--- src/rtl/bit_serializer_sar_pkg.sv ---
// Shared state encoding and sizing helper for the bit serializer.
// Parity support in the design is selected with the BIT_SER_PARITY_EN macro.
package bit_ser_pkg;

  typedef enum logic [1:0] {
    ST_IDLE   = 2'b00,
    ST_SHIFT  = 2'b01,
    ST_PARITY = 2'b10,
    ST_GAP    = 2'b11
  } state_t;

  // Bits needed to hold WIDTH-1; never less than one.
  function automatic int clog2(input int value);
    int r;
    r = 0;
    while ((1 << r) < value) r++;
    return (r < 1) ? 1 : r;
  endfunction

endpackage

--- src/rtl/bit_serializer_sar_shreg.sv ---
// Loadable shift register for the serializer: exposes the bit that will be on the line
// after this edge, plus the even parity of the loaded word (BIT_SER_PARITY_EN builds only).
module bit_ser_shreg #(
  parameter int WIDTH     = 8,
  parameter bit MSB_FIRST = 1'b1
) (
  input  logic             clk,
  input  logic             rst_n,
  input  logic             load,
  input  logic             shift,
  input  logic [WIDTH-1:0] din,
  output logic             bit_next,
  output logic             parity
);

  logic [WIDTH-1:0] data_q, data_d;

  always_comb begin
    data_d = data_q;
    if (load) begin
      data_d = din;
    end else if (shift) begin
      data_d = MSB_FIRST ? {data_q[WIDTH-2:0], 1'b0} : {1'b0, data_q[WIDTH-1:1]};
    end
  end

  // Looking at data_d lets the top register the outgoing bit in the same edge as the shift.
  assign bit_next = MSB_FIRST ? data_d[WIDTH-1] : data_d[0];

  always_ff @(posedge clk or negedge rst_n) begin
    if (!rst_n) begin
      data_q <= '0;
    end else begin
      data_q <= data_d;
    end
  end

`ifdef BIT_SER_PARITY_EN
  logic parity_q, parity_d;

  // Parity is captured whole at load time because shifting destroys the word.
  always_comb begin
    parity_d = parity_q;
    if (load) parity_d = ^din;
  end

  always_ff @(posedge clk or negedge rst_n) begin
    if (!rst_n) begin
      parity_q <= 1'b0;
    end else begin
      parity_q <= parity_d;
    end
  end

  assign parity = parity_q;
`else
  assign parity = 1'b0;
`endif

endmodule

--- src/rtl/bit_serializer_sar.sv ---
// Parallel-to-serial front end for the sequence detector; all outputs registered.
// Define BIT_SER_PARITY_EN to append an even-parity bit to every word.
module bit_serializer_sar
  import bit_ser_pkg::*;
#(
  parameter int WIDTH     = 8,
  parameter bit MSB_FIRST = 1'b1,
  parameter bit IDLE_BIT  = 1'b0,
  parameter int GAP       = 0
) (
  input  logic             clk,
  input  logic             rst_n,
  input  logic [WIDTH-1:0] din,
  input  logic             din_valid,
  output logic             din_ready,
  output logic             sout,
  output logic             sout_valid,
  output logic             busy,
  output logic             word_done
);

  localparam int            CW       = clog2(WIDTH);
  localparam logic [CW-1:0] CNT_LOAD = CW'(WIDTH - 1);
  localparam logic [3:0]    GAP_LOAD = (GAP > 0) ? 4'(GAP - 1) : 4'd0;
`ifdef BIT_SER_PARITY_EN
  localparam bit PAR_EN = 1'b1;
`else
  localparam bit PAR_EN = 1'b0;
`endif

  state_t        state_q, state_d;
  logic [CW-1:0] cnt_q, cnt_d;
  logic [3:0]    gap_q, gap_d;
  logic          load, shift, word_end, xfer, last_d;
  logic          bit_next, parity;
  logic          din_ready_q, din_ready_d;
  logic          sout_q, sout_d;
  logic          sout_valid_q, sout_valid_d;
  logic          busy_q, busy_d;
  logic          word_done_q, word_done_d;

  assign xfer = din_valid & din_ready_q;

  bit_ser_shreg #(
    .WIDTH    (WIDTH),
    .MSB_FIRST(MSB_FIRST)
  ) u_shreg (
    .clk     (clk),
    .rst_n   (rst_n),
    .load    (load),
    .shift   (shift),
    .din     (din),
    .bit_next(bit_next),
    .parity  (parity)
  );

  // word_end marks the cycle carrying the final serial bit; its exit rule is shared.
  always_comb begin
    state_d  = state_q;
    cnt_d    = cnt_q;
    gap_d    = gap_q;
    load     = 1'b0;
    shift    = 1'b0;
    word_end = 1'b0;
    case (state_q)
      ST_IDLE: begin
        if (xfer) begin
          load    = 1'b1;
          cnt_d   = CNT_LOAD;
          state_d = ST_SHIFT;
        end
      end
      ST_SHIFT: begin
        if (cnt_q != '0) begin
          shift = 1'b1;
          cnt_d = cnt_q - 1'b1;
        end else if (PAR_EN) begin
          state_d = ST_PARITY;
        end else begin
          word_end = 1'b1;
        end
      end
      ST_PARITY: word_end = 1'b1;
      ST_GAP: begin
        if (gap_q == '0) state_d = ST_IDLE;
        else             gap_d   = gap_q - 4'd1;
      end
    endcase
    if (word_end) begin
      if (GAP > 0) begin
        state_d = ST_GAP;
        gap_d   = GAP_LOAD;
      end else if (xfer) begin
        load    = 1'b1;
        cnt_d   = CNT_LOAD;
        state_d = ST_SHIFT;
      end else begin
        state_d = ST_IDLE;
      end
    end
  end

  // Outputs are decoded from the next state so every port comes straight off a flop.
  always_comb begin
    last_d       = PAR_EN ? (state_d == ST_PARITY) : ((state_d == ST_SHIFT) && (cnt_d == '0));
    sout_valid_d = (state_d == ST_SHIFT) || (state_d == ST_PARITY);
    busy_d       = (state_d != ST_IDLE);
    word_done_d  = last_d;
    din_ready_d  = (state_d == ST_IDLE) || ((GAP == 0) && last_d);
    case (state_d)
      ST_SHIFT:  sout_d = bit_next;
      ST_PARITY: sout_d = parity;
      default:   sout_d = IDLE_BIT;
    endcase
  end

  always_ff @(posedge clk or negedge rst_n) begin
    if (!rst_n) begin
      state_q      <= ST_IDLE;
      cnt_q        <= '0;
      gap_q        <= '0;
      din_ready_q  <= 1'b0;
      sout_q       <= IDLE_BIT;
      sout_valid_q <= 1'b0;
      busy_q       <= 1'b0;
      word_done_q  <= 1'b0;
    end else begin
      state_q      <= state_d;
      cnt_q        <= cnt_d;
      gap_q        <= gap_d;
      din_ready_q  <= din_ready_d;
      sout_q       <= sout_d;
      sout_valid_q <= sout_valid_d;
      busy_q       <= busy_d;
      word_done_q  <= word_done_d;
    end
  end

  assign din_ready  = din_ready_q;
  assign sout       = sout_q;
  assign sout_valid = sout_valid_q;
  assign busy       = busy_q;
  assign word_done  = word_done_q;

endmodule

--- config.mk ---
export PLATFORM = sky130hd
export DESIGN_NAME = bit_serializer_sar
export DESIGN_NICKNAME = d
export VERILOG_FILES = /design/src/rtl/bit_serializer_sar_pkg.sv /design/src/rtl/bit_serializer_sar_shreg.sv /design/src/rtl/bit_serializer_sar.sv
export SDC_FILE = /design/constraint.sdc
export NUM_CORES = 1
export LEC_CHECK = 0
export CORE_MARGIN = 10
export CORE_UTILIZATION = 61
export DETAILED_ROUTE_END_ITERATION = 6
export DONT_BUFFER_PORTS = 1
export HOLD_SLACK_MARGIN = 0.05
export PLACE_DENSITY = 0.88
export SYNTH_ARGS = -nofsm -noshare
export SYNTH_HDL_FRONTEND = slang
export SYNTH_SLANG_ARGS = --single-unit
--- constraint.sdc ---
create_clock -name clk -period 2.8 [get_ports clk]
set_input_delay 0.7 -clock clk [delete_from_list [all_inputs] [get_ports clk]]
set_output_delay 0.7 -clock clk [all_outputs]
set_load 0.02 [all_outputs]
==> results.ini <==
[clocking]
cts_buffers=3
cts.sinks=22
cts_tree=yes
htreeDepth=1
clk_pin_slew_ns=0.12
clock_latency_ns=0.30
cts_max_path_buffers=2
root_buffer=clkbuf_4

[synthesis]
yosys-top-cells-area=dfrtp_1 46%, ha_1 9.4%, mux2i_1 5.9%
synth_seq_cells=22
ys_warn_count=0
seq_area_frac_synth=0.460
postSynthCellCount=116
ys.flop_type=dfrtp_1
async_flop_share=1.00
synth_top_cell_by_area=dfrtp_1
synth.distinct_cells=35
syn_avg_cell_area_sq_um=10.3
syn-num-nets=136
netlist_top_cells_count=22 x dfrtp_1, 15 x nand2_1, 12 x inv_1
synth_area_sq_um=1200
synth_edf_count=0
netlist.area_leader.share=0.460
synth_most_common_cell=dfrtp_1

[timing]
timing.final.crit_share=0.950
slew_viol_final=0
tightest_slew_ns=0.577
holdWs_ns=0.0723
min_period_ns=2.66
fmax_ghz=0.376
slew_headroom=0.610
clock_skew_ns=0.00410
setup_violations=0
rsz0062_at_grt=no
setup_tns_ns=0
hold_viol=0

[die]
core_sq_um=1800
pin_count=16
rows=15
die_w_microns=64.3
die_y_microns=64.3
initial_core_util=0.665
die_area_sq_um=4140

[worst_setup_path]
arrival_ns=2.88
critPathLaunchType=register
worstSetupPathType=reg -> reg
critPathMaxFanout=5
r2r-end=din_ready
required_ns=3.02
r2r_slack_ns=0.14
end_kind=register
r2r.worst_path.cells=10
r2r-start=state_q[0]

[grt]
grt_pass1_wl_mm=4.11
grt_max_degree=23
grt_remaining_overflow=0
grt_pass1_vias=891
grt_use_total=0.120
antenna_found_initial=0

[drt]
vias_per_cell=6.01
ant_nets=0
highest_layer=met4
wl_met1_mm=1.14
drt-pass1-iter-count=4
wl_met2_mm=1.28
first_iter_violations=80
wl_met3_microns=113
vias=884
drc=0
wl_mm=2.58
wl_per_cell_microns=17.5

[placement]
placed_cells=141
port_buffers=0
placed_area_sq_um=1230
gp_congestion=0.902
dp_hpwl_mm=1.86

[final_layout]
fillerInstances=144
multi_input_area_sq_um=632
areaGrowthSynthToFinish_pct=10.7
fin_cells=147
diodes=0
drive_gt1_frac=0.197
postLayoutCellArea_sq_um=1330
regArea_sq_um=551
nNetsFinal=143

[status]
status=finished, final reports clean

[flow_run]
drv_cap=0

[min_path]
hp-class=in -> async

[power_and_ir_drop]
ir_drop_uv=487
p_leak_uw=0.000607
total_power_uw=1180
pwr_density_cell_nw_per_um2=893

-- sequential cells by signal, indices dropped and copies added (netlist names) --
| register | count |
|---|---|
| busy | 1 |
| cnt_q | 3 |
| din_ready | 1 |
| gap_q | 4 |
| sout | 1 |
| sout_valid | 1 |
| state_q | 2 |
| u_shreg.data_q | 8 |
| word_done | 1 |
-- layout make-up --
| cell class | count | share of cell area |
|---|---|---|
| Inverter | 12 | 0.0340 |
| Timing Repair Buffer | 4 | 0.0227 |
| Clock buffer | 4 | 0.0274 |
| Sequential cell | 22 | 0.415 |
| Multi-Input combinational cell | 80 | 0.477 |
| Tap cell | 25 | 0.0236 |
-- worst max-delay path, stage by stage, from the launching register on --
cell	delay [ns]
dfrtp_1	0.42
inv_1	0.10
ha_1	0.36
nand4b_1	0.15
nand2_1	0.14
a221oi_4	0.33
ha_1	0.19
inv_1	0.06
a211oi_2	0.16
or4b_4	0.49
o31ai_1	0.19
-- placed cells by master, fill, tap and decap left out, types with 2 or more instances in the layout --
master,n
nand2_2,2
mux2i_1,7
o21ai_0,9
ha_1,8
xnor2_1,2
nor2_1,2
dfrtp_1,22
a21oi_1,4
inv_1,12
nand2_1,14
a31oi_1,2
nand3b_1,2
mux2_2,3
nand2b_1,2
buf_4,4
clkbuf_4,3
-- what timing repair did --
action	CTS	global route
endpoints found under the setup margin	0	2
hold buffers	0	0
buffers inserted	0	2
gates resized for setup	0	8
-- where the power goes --
group	switching, uW	total, uW	internal, uW	leakage [uW]
clock network	91.8	171	79.3	0.0000210
registers	104	526	422	0.000274
logic	268	486	219	0.000312
-- logic make-up (layout without fill, tap and decap cells) --
kind of cell,Yosys count,count (layout),share of synthesized area
buffers and inverters,14,20,0.0481
muxes,10,10,0.0867
adders and majority gates,9,9,0.0940
AOI/OAI and AO/OA,25,25,0.142
DFF,22,22,0.460
xor gates and xnor gates,2,2,0.0146
and+or+nand+nor,34,34,0.155
-- through the flow --
stage	util	setup WS (ns)
floorplan	-	0.339
global placement	0.683	0.211
detailed placement	0.683	0.0496
CTS	0.703	0.0230
global route	0.735	0.00403
finish	0.735	0.141
-- worst max-delay path by stage --
stage | startpoint | endpoint | cells past startpoint
floorplan | gap_q[0] | din_ready | 11
global placement | state_q[1] | din_ready | 11
detailed placement | gap_q[0] | din_ready | 11
CTS | gap_q[0] | din_ready | 11
global route | state_q[1] | din_ready | 11
finish | state_q[0] | din_ready | 10
-- per-layer routing --
layer,global-route usage,vias up
met3,0.0209,4
li1,-,415
met1,0.155,437
met2,0.188,28
met4,0.0561,0
met5,0,-
Power figures use the tool's default switching activity.
